`src/rtl/aer_event_packetizer.sv`:
```
// Address-event packetizer: timestamps granted pixels into a first-word fall-through FIFO,
// paces the arbitration tree one pass per frame and closes each pass with an EOF word.
module aer_event_packetizer #(
    parameter int ROW_ADD    = 1,
    parameter int COL_ADD    = 1,
    parameter int POLARITY   = 2,
    parameter int TS_W       = 16,
    parameter int FIFO_DEPTH = 8,
    parameter int AF_MARGIN  = 2,
    localparam int W         = 2 + TS_W + ROW_ADD + COL_ADD,
    localparam int LVL_W     = $clog2(FIFO_DEPTH) + 1
) (
    input  logic                clk_i,
    input  logic                reset_i,
    input  logic                req_i,
    input  logic                active_i,
    input  logic [ROW_ADD-1:0]  x_add_i,
    input  logic [COL_ADD-1:0]  y_add_i,
    input  logic [POLARITY-1:0] polarity_i,
    input  logic                grp_release_i,
    output logic                arb_enable_o,
    output logic [W-1:0]        evt_data_o,
    output logic                evt_valid_o,
    input  logic                evt_ready_i,
    output logic [LVL_W-1:0]    fifo_level_o,
    output logic [7:0]          overflow_cnt_o,
    output logic                frame_busy_o
);

    localparam int PTR_W  = $clog2(FIFO_DEPTH);
    localparam int AF_LVL = FIFO_DEPTH - AF_MARGIN;

    typedef enum logic [1:0] {ST_IDLE, ST_ARB, ST_EOF} state_t;

    state_t             state_q, state_d;
    logic [TS_W-1:0]    ts_q;
    logic [W-1:0]       mem [FIFO_DEPTH];
    logic [PTR_W-1:0]   wr_ptr_q, rd_ptr_q;
    logic [LVL_W-1:0]   level_q;
    logic [7:0]         ovf_q;

    logic               full, below_af, pop, eof_push, push_ok, drop;
    logic [W-1:0]       push_word;
    logic               unused_pol;

    assign unused_pol = ^polarity_i;

    // Stream handshake: a word transfers on every cycle where evt_valid_o and evt_ready_i
    // are both high; while evt_valid_o is high and evt_ready_i low, evt_data_o holds.
    always_comb begin
        full      = (level_q == LVL_W'(FIFO_DEPTH));
        below_af  = (level_q < LVL_W'(AF_LVL));
        pop       = (level_q != '0) && evt_ready_i;
        // Pixel grants win; the EOF word waits for a cycle without a grant.
        eof_push  = (state_q == ST_EOF) && !active_i && (!full || pop);
        push_ok   = (active_i && (!full || pop)) || eof_push;
        drop      = active_i && full && !pop;
        if (eof_push)
            push_word = {1'b1, ts_q, {(ROW_ADD + COL_ADD + 1){1'b0}}};
        else
            push_word = {1'b0, ts_q, x_add_i, y_add_i, polarity_i[0]};
    end

    always_comb begin
        state_d      = state_q;
        arb_enable_o = 1'b0;
        case (state_q)
            ST_IDLE: if (req_i && below_af) state_d = ST_ARB;
            ST_ARB: begin
                // Release ends the pass even while paused on almost-full.
                if (grp_release_i) state_d = ST_EOF;
                else               arb_enable_o = below_af;
            end
            ST_EOF:  if (eof_push) state_d = ST_IDLE;
            default: state_d = ST_IDLE;
        endcase
    end

    always_ff @(posedge clk_i) begin
        if (!reset_i) begin
            state_q  <= ST_IDLE;
            ts_q     <= '0;
            wr_ptr_q <= '0;
            rd_ptr_q <= '0;
            level_q  <= '0;
            ovf_q    <= '0;
        end else begin
            state_q <= state_d;
            ts_q    <= ts_q + TS_W'(1);
            if (push_ok) wr_ptr_q <= wr_ptr_q + PTR_W'(1);
            if (pop)     rd_ptr_q <= rd_ptr_q + PTR_W'(1);
            if (push_ok && !pop)      level_q <= level_q + LVL_W'(1);
            else if (!push_ok && pop) level_q <= level_q - LVL_W'(1);
            if (drop && ovf_q != 8'hFF) ovf_q <= ovf_q + 8'd1;
        end
    end

    always_ff @(posedge clk_i) begin
        if (push_ok) mem[wr_ptr_q] <= push_word;
    end

    assign evt_valid_o    = (level_q != '0);
    assign evt_data_o     = mem[rd_ptr_q];
    assign fifo_level_o   = level_q;
    assign overflow_cnt_o = ovf_q;
    assign frame_busy_o   = (state_q != ST_IDLE);

endmodule
```
`config.mk`:
```
export PLATFORM = sky130hd
export DESIGN_NAME = aer_event_packetizer
export DESIGN_NICKNAME = d
export VERILOG_FILES = /design/src/rtl/aer_event_packetizer.sv
export SDC_FILE = /design/constraint.sdc
export NUM_CORES = 1
export LEC_CHECK = 0
export ABC_AREA = 0
export CELL_PAD_IN_SITES_DETAIL_PLACEMENT = 2
export CELL_PAD_IN_SITES_GLOBAL_PLACEMENT = 2
export CORE_MARGIN = 2
export CORE_UTILIZATION = 35
export CTS_CLUSTER_SIZE = 24
export DETAILED_ROUTE_END_ITERATION = 8
export PLACE_DENSITY = 0.7
export SYNTH_ARGS = -nofsm -noshare
export SYNTH_HDL_FRONTEND = slang
export SYNTH_SLANG_ARGS = --single-unit
```
`constraint.sdc`:
```
create_clock -name clk_i -period 4.9 [get_ports clk_i]
set_clock_uncertainty 0.2 [all_clocks]
set_input_delay 0.98 -clock clk_i [delete_from_list [all_inputs] [get_ports clk_i]]
set_output_delay 0.98 -clock clk_i [all_outputs]
set_load 0.005 [all_outputs]
```
# After elaboration in Yosys (flattened, before gate mapping)
# Memory sizes are Yosys's and may differ from the RTL's. A register that Yosys moved wholly into a read port is not among the register bits.
# Cells that the tools add are included.
# W data, S select, Z words.
[word_totals] ff_bits=36 latch_bits=0 mem_bits_rw=160 romBits=0 input_bits=10 out_inout_bits=35 elab_cells=55 n_memories=1
[mem_list] memory="mem" words=8 word_bits=20 rd=1 rd_ports_with_merged_regs=1 write_ports=1 line="37" rtl="logic [W-1:0] mem [FIFO_DEPTH];"
[op_classes] add_sub_neg=6 mul=0 n_div=0 magnitude_cmp=1 n_eq_ne=7 n_shift=0 mux=13 bitwise=0 n_reduce_logical=21
[ops] operator="$mux W20" n=1
[ops] operator="$add A16 B1 Y16 const B" n=1
[ops] operator="$logic_and A1 B1 Y1" n=10
[ops] operator="$add A8 B1 Y8 const B" n=1
[ops] operator="$mux W4" n=2
[ops] operator="$ne A8 B8 Y1 const B" n=1
[ops] operator="$add A3 B1 Y3 const B" n=2
[ops] operator="$mux W2" n=3
[ops] operator="$mux W3" n=2
[ops] operator="$ne A2 B2 Y1 const B" n=3
[ops] operator="$pmux W2 S3" n=1
[ops] operator="$add A4 B1 Y4 const B" n=1
[ops] operator="$eq A4 B4 Y1 const B" n=1
[ops] operator="$logic_not A1 Y1" n=4
[ops] operator="$lt A4 B3 Y1 const B" n=1
[ops] operator="$mux W1" n=4
[ops] operator="$reduce_bool A2 Y1" n=2
[ops] operator="$reduce_bool A4 Y1" n=1
[ops] operator="$sub A4 B1 Y4 const B" n=1
[ops] operator="$reduce_and A3 Y1" n=1
[ops] operator="$eq A2 B1 Y1 const B" n=1
[ops] operator="$eq A2 B2 Y1 const B" n=1
[ops] operator="$logic_not A2 Y1" n=1
[ops] operator="$logic_or A1 B1 Y1" n=2

# Longest topological paths before layout
# Gate-level depths: netlist (run 1).
[depth] ltp_word=9 ltp_mapped=10

# Least setup slack after synthesis (run 1)
# Ideal clock, no wire load.
[synth_path] path_kind="input port to flip-flop" start="input evt_ready_i" end="memory mem[0][0] in the netlist's numbering (enable)" setup_ns=0.448 arrival_ns=3.191 path_slack_ns=1.061 path_stages=3 n_path_buf=0 path_cell_list="nand2b_1 > o22ai_2 > nor4_1"
[synth_via] elab_chain_cells=6 word_cells_on_any_way=7 cone_classes="mux (2); reduce/logical (5)"
[synth_lines] item="start, declared" line="24" rtl="input logic evt_ready_i,"
[synth_lines] item="$logic_and A1 B1 Y1 *" line="53" rtl="pop = (level_q != '0) && evt_ready_i;"
[synth_lines] item="$logic_or A1 B1 Y1 *" line="55, 56"
[synth_lines] item="$logic_and A1 B1 Y1, on equally long branches" line="56, 55"
[synth_lines] item="$logic_or A1 B1 Y1 *" line="56" rtl="push_ok = (active_i && (!full || pop)) || eof_push;"
[synth_lines] item="$mux W1 *" line="99" rtl="if (push_ok) mem[wr_ptr_q] <= push_word;"
[synth_lines] item="$mux W1 (implied by the code) *" line="99"
[synth_lines] item="end, declared" line="37"
# Every way passes the cells marked *; elsewhere a longest branch is shown, timed or not.

==> impl_metrics.ini, run 1 <==
[pwr]
power_frac_comb_pct = 23.7
power_frac_seq_pct = 45.5
netSwitchingFraction_pct = 26.09
intPower_mw = 3.314
powerDensity_nw_per_um2 = 484.8
clkPwrFrac_pct = 30.9
switchingPower_mw = 1.170
power.leakage_nw = 2.973
ir_worst_vdd_v = 0.0002531

[synth]
synthArstFlopShare_pct = 0
yosysTopAreaCell = edfxtp_1
synth_edf_count = 160
synth.distinct_cells = 49
synth_nets = 464
syn_inst = 446
avgSynthCellArea_um2 = 17.63
yosysWarnings = 0
yosys.area.top_type_share_pct = 61.12
synth_most_common_cell = edfxtp_1
ys_top_cells_by_count = edfxtp_1, mux4_2, dfxtp_1
synth.area.top_cells = edfxtp_1, mux4_2, dfxtp_1, mux2_2, nor2_1
synthesis.area_um2 = 7861
synth_seq_cells = 199
synth-seq-area-share_pct = 71.05
synth-main-ff-cell = edfxtp_1

[sta]
tns_ns = 0
worstMarginPinSlew_ns = 1.118
rsz0062_at_grt = false
hold_viol = 0
min_period_ns = 4.017
slew_headroom_pct = 25.35
fin_crit_sh_pct = 81.98
whs_ns = 0.2926
maxSlewViolCount = 0
setup_viol = 0
max_freq_mhz = 248.9

[critical_path]
arrival_ns = 2.84
cp_slowest_stage_delay_ns = 0.67
cp_data_required_time_ns = 3.72
cpMaxStageDelayCell = dfxtp_2
rrSetupSlack_ns = 1.79
critPathKind = reg -> out
cp-start-kind = flip-flop
crit_fanout = 16
endpoint_kind = output port
path_cells = buf_4 > mux4_2 > mux2_2 > clkdlybuf4s50_1

[global_route]
grt.busiest_layer = met2
grt_pass1_wl_um = 28300
antenna_found_initial = 0
grtUsageMet2_pct = 29.06
met3_usage_pct = 3.410
grt_overflow = 0
grt_max_degree = 41
met1_usage_pct = 19.88
grt_pass1_vias = 4720
gr-usage-all-layers_pct = 16.23

[floorplan]
coreArea_um2 = 21960
dieWidth_um = 153.9
num_rows = 54
die-area_um2 = 23680
dieHeight_um = 153.9
start_util_pct = 35.80
ios = 45

[clock_network]
cts-root-buf = clkbuf_16
ctsLongestPathBuffers = 2
htreeDepth = 4
clkTransAtPathRegs_ns = 0.07
cts.sinks = 199
clk_latency_ns = 0.44
cts_setup_buffers = 0
cts-hold-fix-buffers = 0
cts_buffers = 17
cts_tree = done
post_cts_resized = 0

[route]
post-route-drc-count = 0
wl_per_cell_um = 22.75
finalWirelength_um = 17970
via_per_inst = 5.206
first_pass_iters = 4
drtAntennaViolNets = 0
drt-initial-drc-count = 296
num_vias = 4113

[flow_run]
drv_cap = 0

[placement]
io_buffers = 43
hpwlAfterDp_um = 10370
gp_congestion = 0.7286
dp.cells = 758

[finish]
num-fill-cells = 2040
drive_gt1_share_pct = 22.55
diodes = 0
stdcell_count = 790
syn2layout_area_growth_pct = 17.65
finalNetCount = 515

[min_path]
hold_path_class = reg -> reg

[status]
status = finished clean
## flip-flops by register name, indices dropped and copies added, names as in the netlist, named ones only
register,flops
fifo_level_o,4
mem,160
overflow_cnt_o,8
rd_ptr_q,3
state_q,2
ts_q,16
wr_ptr_q,3
## cell families after synthesis
group | synth area share, %
AND/OR/NAND/NOR | 6.637
XOR/XNOR | 1.671
AO/OA/AOI/OAI | 2.594
buffers and inverters | 1.576
flip-flops | 71.05
multiplexers | 15.10
adder cells (fa/ha/maj) | 1.369
## final cells by class
| cell class | count | area, µm² | share of cell area (%) |
|---|---|---|---|
| multi-input combinational | 218 | 2201 | 23.80 |
| timing repair buffer | 52 | 498.0 | 5.384 |
| clock inverter | 14 | 150.1 | 1.623 |
| inverter | 9 | 33.78 | 0.3653 |
| sequential | 199 | 5587 | 60.40 |
| tap | 280 | 350.3 | 3.788 |
| clock buffer | 18 | 429.2 | 4.640 |
## power by group through the flow
stage                     Clock [mW]  Combinational, mW  Sequential, mW
after floorplan                    0              0.689            2.02
after global placement             0               1.04            2.06
after detailed placement           0               1.08            2.08
after CTS                       1.41               1.09            2.05
after global routing            1.47               1.15            2.06
final                           1.38               1.06            2.04
## path summary, 6_finish.rpt
kind | from | cells past startpoint | endpoint
hold / removal | state_q[1]$_SDFFE_PN0P_ | 1 | state_q[0]$_SDFFE_PN0P_
setup reg to reg | fifo_level_o[0]$_SDFFE_PN0P_ | 10 | fifo_level_o[3]$_SDFFE_PN0P_
hold reg to reg | state_q[1]$_SDFFE_PN0P_ | 1 | state_q[0]$_SDFFE_PN0P_
setup / recovery | flip-flop | 4 | evt_data_o[10]
## cells in the final DEF, fill, tap and decap left out, drive strengths merged, types with 4 or more instances in the layout
cell,n
a21oi,12
and3,4
buf,9
clkbuf,18
clkdlybuf4s50,43
clkinv,6
dfxtp,39
edfxtp,160
ha,7
inv,12
mux2,21
mux2i,5
mux4,40
nand2,16
nand2b,8
nand3,5
nand4,7
nor2,26
nor2b,4
nor3,7
o21ai,6
or3,5
xnor2,4
xor2,11
## layer usage
metal	wire length, µm	share of wire [%]
met5	0	0
met4	223	1.2
met3	491	2.7
met2	9667	54
met1	7591	42
## critical path, delay by kind of cell (launching register included)
| family | cells | cell delay, ns |
|---|---|---|
| mux | 2 | 0.85 |
| buf+inv | 2 | 0.87 |
| flops | 1 | 0.67 |
## per-stage QoR
stage | util [%] | setup WS, ns | total power [mW] | area [µm²]
4_1_cts | 42.12 | 0.7983 | 4.548 | 9249
5_1_grt | 42.12 | 0.6792 | 4.682 | 9249
6_report | 42.12 | 0.8829 | 4.483 | 9249
2_1_floorplan | - | 1.061 | 2.710 | 7861
3_5_place_dp | 39.48 | 0.9747 | 3.159 | 8670
3_3_place_gp | 39.48 | 1.122 | 3.107 | 8670
Power figures use the tool's default switching activity.
==> run 2, diff against run 1 <==
==> constraint.sdc (replaced) <==
create_clock -name clk_i -period 4.1 [get_ports clk_i]
set_clock_uncertainty 0.2 [all_clocks]
set_input_delay 0.82 -clock clk_i [delete_from_list [all_inputs] [get_ports clk_i]]
set_output_delay 0.82 -clock clk_i [all_outputs]
set_load 0.005 [all_outputs]
==> run 2 against run 1 <==
  * Combinational power grew 23%
  * Routed wire length shrank 0.58%
  * Sequential share of layout area shrank 0.33 points
  * Core utilization grew 0.23 points
  * First-iteration DRC count shrank 6.8%
  * Critical path depth is the same
  * Cell count grew 0.38%
  * Count of clock-buffer cells in the layout grew 1
  * Clock power grew 23%
==> impl_metrics.ini, run 2 (synthesis results as in run 1) <==
[critical_path]
crit_buf_inv = 2
cp-start-kind = flip-flop
cp_slowest_stage_delay_ns = 0.57
arrival_ns = 2.44
path_cells = buf_12 > mux4_2 > mux2_2 > clkdlybuf4s50_1
crit_fanout = 40
endpoint_kind = output port
cp_data_required_time_ns = 3.08
rr_startpoint = fifo_level_o[0]$_SDFFE_PN0P_
cpMaxStageDelayCell = mux4_2
critPathKind = reg -> out
crit_family = multiplexers

[global_route]
grt_overflow = 0
antenna_found_initial = 0
gr-usage-all-layers_pct = 16.05
grt_pass1_vias = 4798
grt_pass1_wl_um = 28020
grt_max_degree = 41

[floorplan]
dieHeight_um = 153.9
start_util_pct = 35.80
dieWidth_um = 153.9
ios = 45
die-area_um2 = 23680
coreArea_um2 = 21960
num_rows = 54

[sta]
hold_viol = 0
min_period_ns = 3.464
fin_crit_sh_pct = 84.49
max_freq_mhz = 288.7
fin_ws_ns = 0.6360
worstMarginPinSlew_ns = 0.6927
setup_viol = 0
maxSlewViolCount = 0
slew_headroom_pct = 53.77
tns_ns = 0
rsz0062_at_grt = false
whs_ns = 0.3120

[placement]
pre_cts_slack_ns = 0.3950
gp_congestion = 0.7485
io_buffers = 43
placed_area_um2 = 8715
hpwlAfterDp_um = 10370

[finish]
diodes = 0
utilization_pct = 42.35
syn2layout_area_growth_pct = 18.29
drive_gt1_share_pct = 22.61
fin_area_um2 = 9299
layout_common_cells = edfxtp_1, clkdlybuf4s50_1, mux4_2
final_common_cell = edfxtp_1
finalNetCount = 519
largest_reg_flops = 160
max_flop_register = mem

[clock_network]
ctsLongestPathBuffers = 2
cts-hold-fix-buffers = 0
cts-root-buf = clkbuf_16
cts_buffers = 17
cts_tree = done
cts.sinks = 199
cts_setup_buffers = 0
post_cts_resized = 0
clkTransAtPathRegs_ns = 0.07
htreeDepth = 4
clk_latency_ns = 0.45

[min_path]
min_from = overflow_cnt_o[4]$_SDFFE_PN0P_
hold_path_class = reg -> reg

[flow_run]
drv_cap = 0

[route]
drtAntennaViolNets = 0
wl_per_cell_um = 22.53
finalWirelength_um = 17870
post-route-drc-count = 0
drt-initial-drc-count = 276
via_per_inst = 5.262
num_vias = 4173
first_pass_iters = 4

[pwr]
power.leakage_nw = 3.012
ir_worst_vdd_v = 0.0003031
powerDensity_nw_per_um2 = 581.1

[status]
status = finished clean
## run 2: changes by cell type in the layout (fill, tap and decap cells not counted), sizes merged
cell      change
bufinv        +1
buf           +4
clkbuf        +1
inv           -1
clkinvlp      -3
clkinv        +1
## run 2: power by group
part,switching [mW],internal (mW)
registers,0.0858,2.31
clock network,0.748,0.957
logic,0.549,0.750
## run 2: final cells by class
cell class	instances	area (µm²)
flip-flops and latches	199	5587
multi-input cells	218	2191
inverters	9	33.78
well taps	280	350.3
repair buffers	56	553.0
clock buffers	19	432.9
fillers	2059	12660
clock inverters	12	151.4
## run 2: stage by stage
| step | cells | total power [mW] |
|---|---|---|
| 2_1_floorplan | 446 | 3.238 |
| 3_3_place_gp | 762 | 3.728 |
| 3_5_place_dp | 762 | 3.777 |
| 4_1_cts | 793 | 5.483 |
| 5_1_grt | 793 | 5.642 |
| 6_report | 793 | 5.403 |
## run 2: path summary, 6_finish.rpt
check,to,slack [ns],cells after the start
max,evt_data_o[0],0.64,4
min,overflow_cnt_o[4]$_SDFFE_PN0P_,0.31,2
max reg2reg,fifo_level_o[3]$_SDFFE_PN0P_,1.03,10
min reg2reg,overflow_cnt_o[4]$_SDFFE_PN0P_,0.31,2
## run 2: layer usage
layer / GRT usage [%] / vias to the layer above / wire (µm)
met4: 6.631 / 0 / 388
li1: - / 1856 / -
met3: 3.269 / 33 / 452
met5: 0 / - / 0
met2: 27.80 / 82 / 9177
met1: 19.70 / 2202 / 7851
## run 2: worst reg2reg max path: stages, from the launching register on
cell      delay [ns]
dfxtp_1         0.39
or3_1           0.48
o22ai_2         0.46
inv_2           0.13
ha_1            0.24
inv_1           0.14
ha_1            0.29
a21oi_1         0.18
a211oi_1        0.10
a31oi_1         0.20
mux2i_1         0.20
==> run 3, diff against run 2 <==
--- a/config.mk
+++ b/config.mk
@@ -12,7 +12,7 @@
 export CORE_UTILIZATION = 35
 export CTS_CLUSTER_SIZE = 24
 export DETAILED_ROUTE_END_ITERATION = 8
-export PLACE_DENSITY = 0.7
+export PLACE_DENSITY = 0.72
 export SYNTH_ARGS = -nofsm -noshare
 export SYNTH_HDL_FRONTEND = slang
 export SYNTH_SLANG_ARGS = --single-unit
==> constraint.sdc (replaced) <==
create_clock -name clk_i -period 2.78 [get_ports clk_i]
set_clock_uncertainty 0.2 [all_clocks]
set_input_delay 0.556 -clock clk_i [delete_from_list [all_inputs] [get_ports clk_i]]
set_output_delay 0.556 -clock clk_i [all_outputs]
set_load 0.005 [all_outputs]
==> run 3 against run 2 <==
  * The run now ends with negative setup slack left
  * Count of clock-buffer cells in the layout shrank 2
  * Sequential power grew 47%
  * First-iteration DRC count shrank 2.2%
  * Total power is 61% higher
  * Cell count grew 4.7%
  * Critical path depth grew 3
  * Global-route usage increased by 1.9 points
  * Clock power rose by 40%
  * Register-to-register slack got worse by 0.78 ns
  * Routed wire length up 12%
  * Largest cell class unchanged
==> impl_metrics.ini, run 3 (synthesis results as in run 1) <==
[status]
status = finished with violations
violations = negative setup slack

[clock_network]
ctsLongestPathBuffers = 2
clk_latency_ns = 0.44
cts_buffers = 17
htreeDepth = 4
clkTransAtPathRegs_ns = 0.08
cts-root-buf = clkbuf_16
cts-hold-fix-buffers = 0
cts.sinks = 199
cts_tree = done

[global_route]
grt_max_degree = 41
grt_pass1_vias = 4967
grt_overflow = 0
antenna_found_initial = 0
grt_pass1_wl_um = 31090
gr-usage-all-layers_pct = 17.98

[critical_path]
path_cells = buf_12 > buf_12 > buf_16 > buf_12 > mux4_2 > mux2_4 > buf_6
crit_path_frequent_cell = buf_12
cpMaxStageDelayCell = mux4_2
crit_buf_inv = 5
crit_fanout = 5
rrSetupSlack_ns = 0.25
endpoint_kind = output port
arrival_ns = 2.19
cp_slowest_stage_delay_ns = 0.47
crit_family = multiplexers
cp-start-kind = flip-flop
critPathKind = reg -> out
cp_data_required_time_ns = 2.02

[min_path]
hold_path_class = reg -> reg

[sta]
fin_crit_sh_pct = 106.1
maxSlewViolCount = 0
hold_viol = 0
worstMarginPinSlew_ns = 0.5303
slew_headroom_pct = 64.58
tns_ns = -1.059
min_period_ns = 2.950
max_freq_mhz = 338.9
rsz0062_at_grt = true
fin_ws_ns = -0.1703
setup_viol = 13

[finish]
diodes = 0
stdcell_count = 830
largest_reg_flops = 160
max_flop_register = mem
num-fill-cells = 1997
syn2layout_area_growth_pct = 25.93
layout_common_cells = edfxtp_1, mux4_2, dfxtp_1
drive_gt1_share_pct = 32.55
finalNetCount = 556
final_common_cell = edfxtp_1

[pwr]
total_power_mw = 8.696
power_frac_seq_pct = 40.6
netSwitchingFraction_pct = 27.19
powerDensity_nw_per_um2 = 878.4
power_frac_comb_pct = 32.0
clkPwrFrac_pct = 27.4
intPower_mw = 6.332
ir_worst_vdd_v = 0.0003745
power.leakage_nw = 3.353
switchingPower_mw = 2.364

[route]
first_pass_iters = 5
drtAntennaViolNets = 0
via_per_inst = 5.320
wl_per_cell_um = 24.05
finalWirelength_um = 19960
post-route-drc-count = 0
num_vias = 4416
drt-initial-drc-count = 270

[floorplan]
die-area_um2 = 23680
start_util_pct = 35.80
num_rows = 54
ios = 45
coreArea_um2 = 21960
dieWidth_um = 153.9
dieHeight_um = 153.9

[placement]
io_buffers = 43
pre_cts_slack_ns = -0.2327
hpwlAfterDp_um = 11340
dp.cells = 784
gp_congestion = 0.7407

[flow_run]
drv_cap = 0
run 3: cell types whose count changed in the layout (fill, tap and decap cells not counted), moves of 4 or more:
cell	previous run	this run
buf_12	2	15
buf_4	11	27
buf_6	0	18
clkdlybuf4s50_1	43	23
inv_8	0	4
mux2_2	21	1
mux2_4	0	20
run 3: final timing paths:
| check | cells after the start | to | startpoint |
|---|---|---|---|
| max | 7 | evt_data_o[15] | flip-flop |
| min | 1 | state_q[0]$_SDFFE_PN0P_ | state_q[1]$_SDFFE_PN0P_ |
| max reg2reg | 11 | fifo_level_o[3]$_SDFFE_PN0P_ | fifo_level_o[2]$_SDFFE_PN0P_ |
| min reg2reg | 1 | state_q[0]$_SDFFE_PN0P_ | state_q[1]$_SDFFE_PN0P_ |
run 3: cell type report:
| cell class | instances | area [µm²] | area share (%) |
|---|---|---|---|
| clock inverter | 14 | 138.9 | 1.403 |
| inverter | 9 | 33.78 | 0.3413 |
| tap | 280 | 350.3 | 3.539 |
| multi-input combinational | 218 | 2278 | 23.02 |
| sequential | 199 | 5589 | 56.46 |
| clock buffer | 17 | 425.4 | 4.297 |
| timing repair buffer | 93 | 1084 | 10.95 |
run 3: stage by stage:
stage               hold WS (ns)  area (µm²)  util, %
floorplan                 0.2397        7873        -
global placement          0.2591        8971    40.85
detailed placement        0.2888        8971    40.85
CTS                       0.3018        9971    45.41
global route              0.3159        9899    45.08
finish                    0.2984        9899    45.08
run 3: repair_timing:
action / CTS / global route
buffers inserted: 13 / 3
gates resized for setup: 127 / 15
endpoints found under the setup margin: 20 / 21
gates cloned: 5 / 0
run 3: per-layer routing:
| metal | share of wire [%] | vias up | track usage (%) |
|---|---|---|---|
| met5 | 0 | - | 0 |
| met4 | 1.2 | 0 | 5.073 |
| met3 | 3.5 | 19 | 3.016 |
| met2 | 54 | 92 | 32.60 |
| met1 | 41 | 2364 | 22.21 |
| li1 | - | 1941 | - |
run 3: power groups by stage:
| stage | registers, mW | logic (mW) | clock network, mW |
|---|---|---|---|
| after floorplan | 3.56 | 1.22 | 0 |
| after global placement | 3.57 | 2.12 | 0 |
| after detailed placement | 3.60 | 2.17 | 0 |
| after CTS | 3.54 | 2.94 | 2.42 |
| after global routing | 3.56 | 2.99 | 2.55 |
| final | 3.53 | 2.78 | 2.38 |
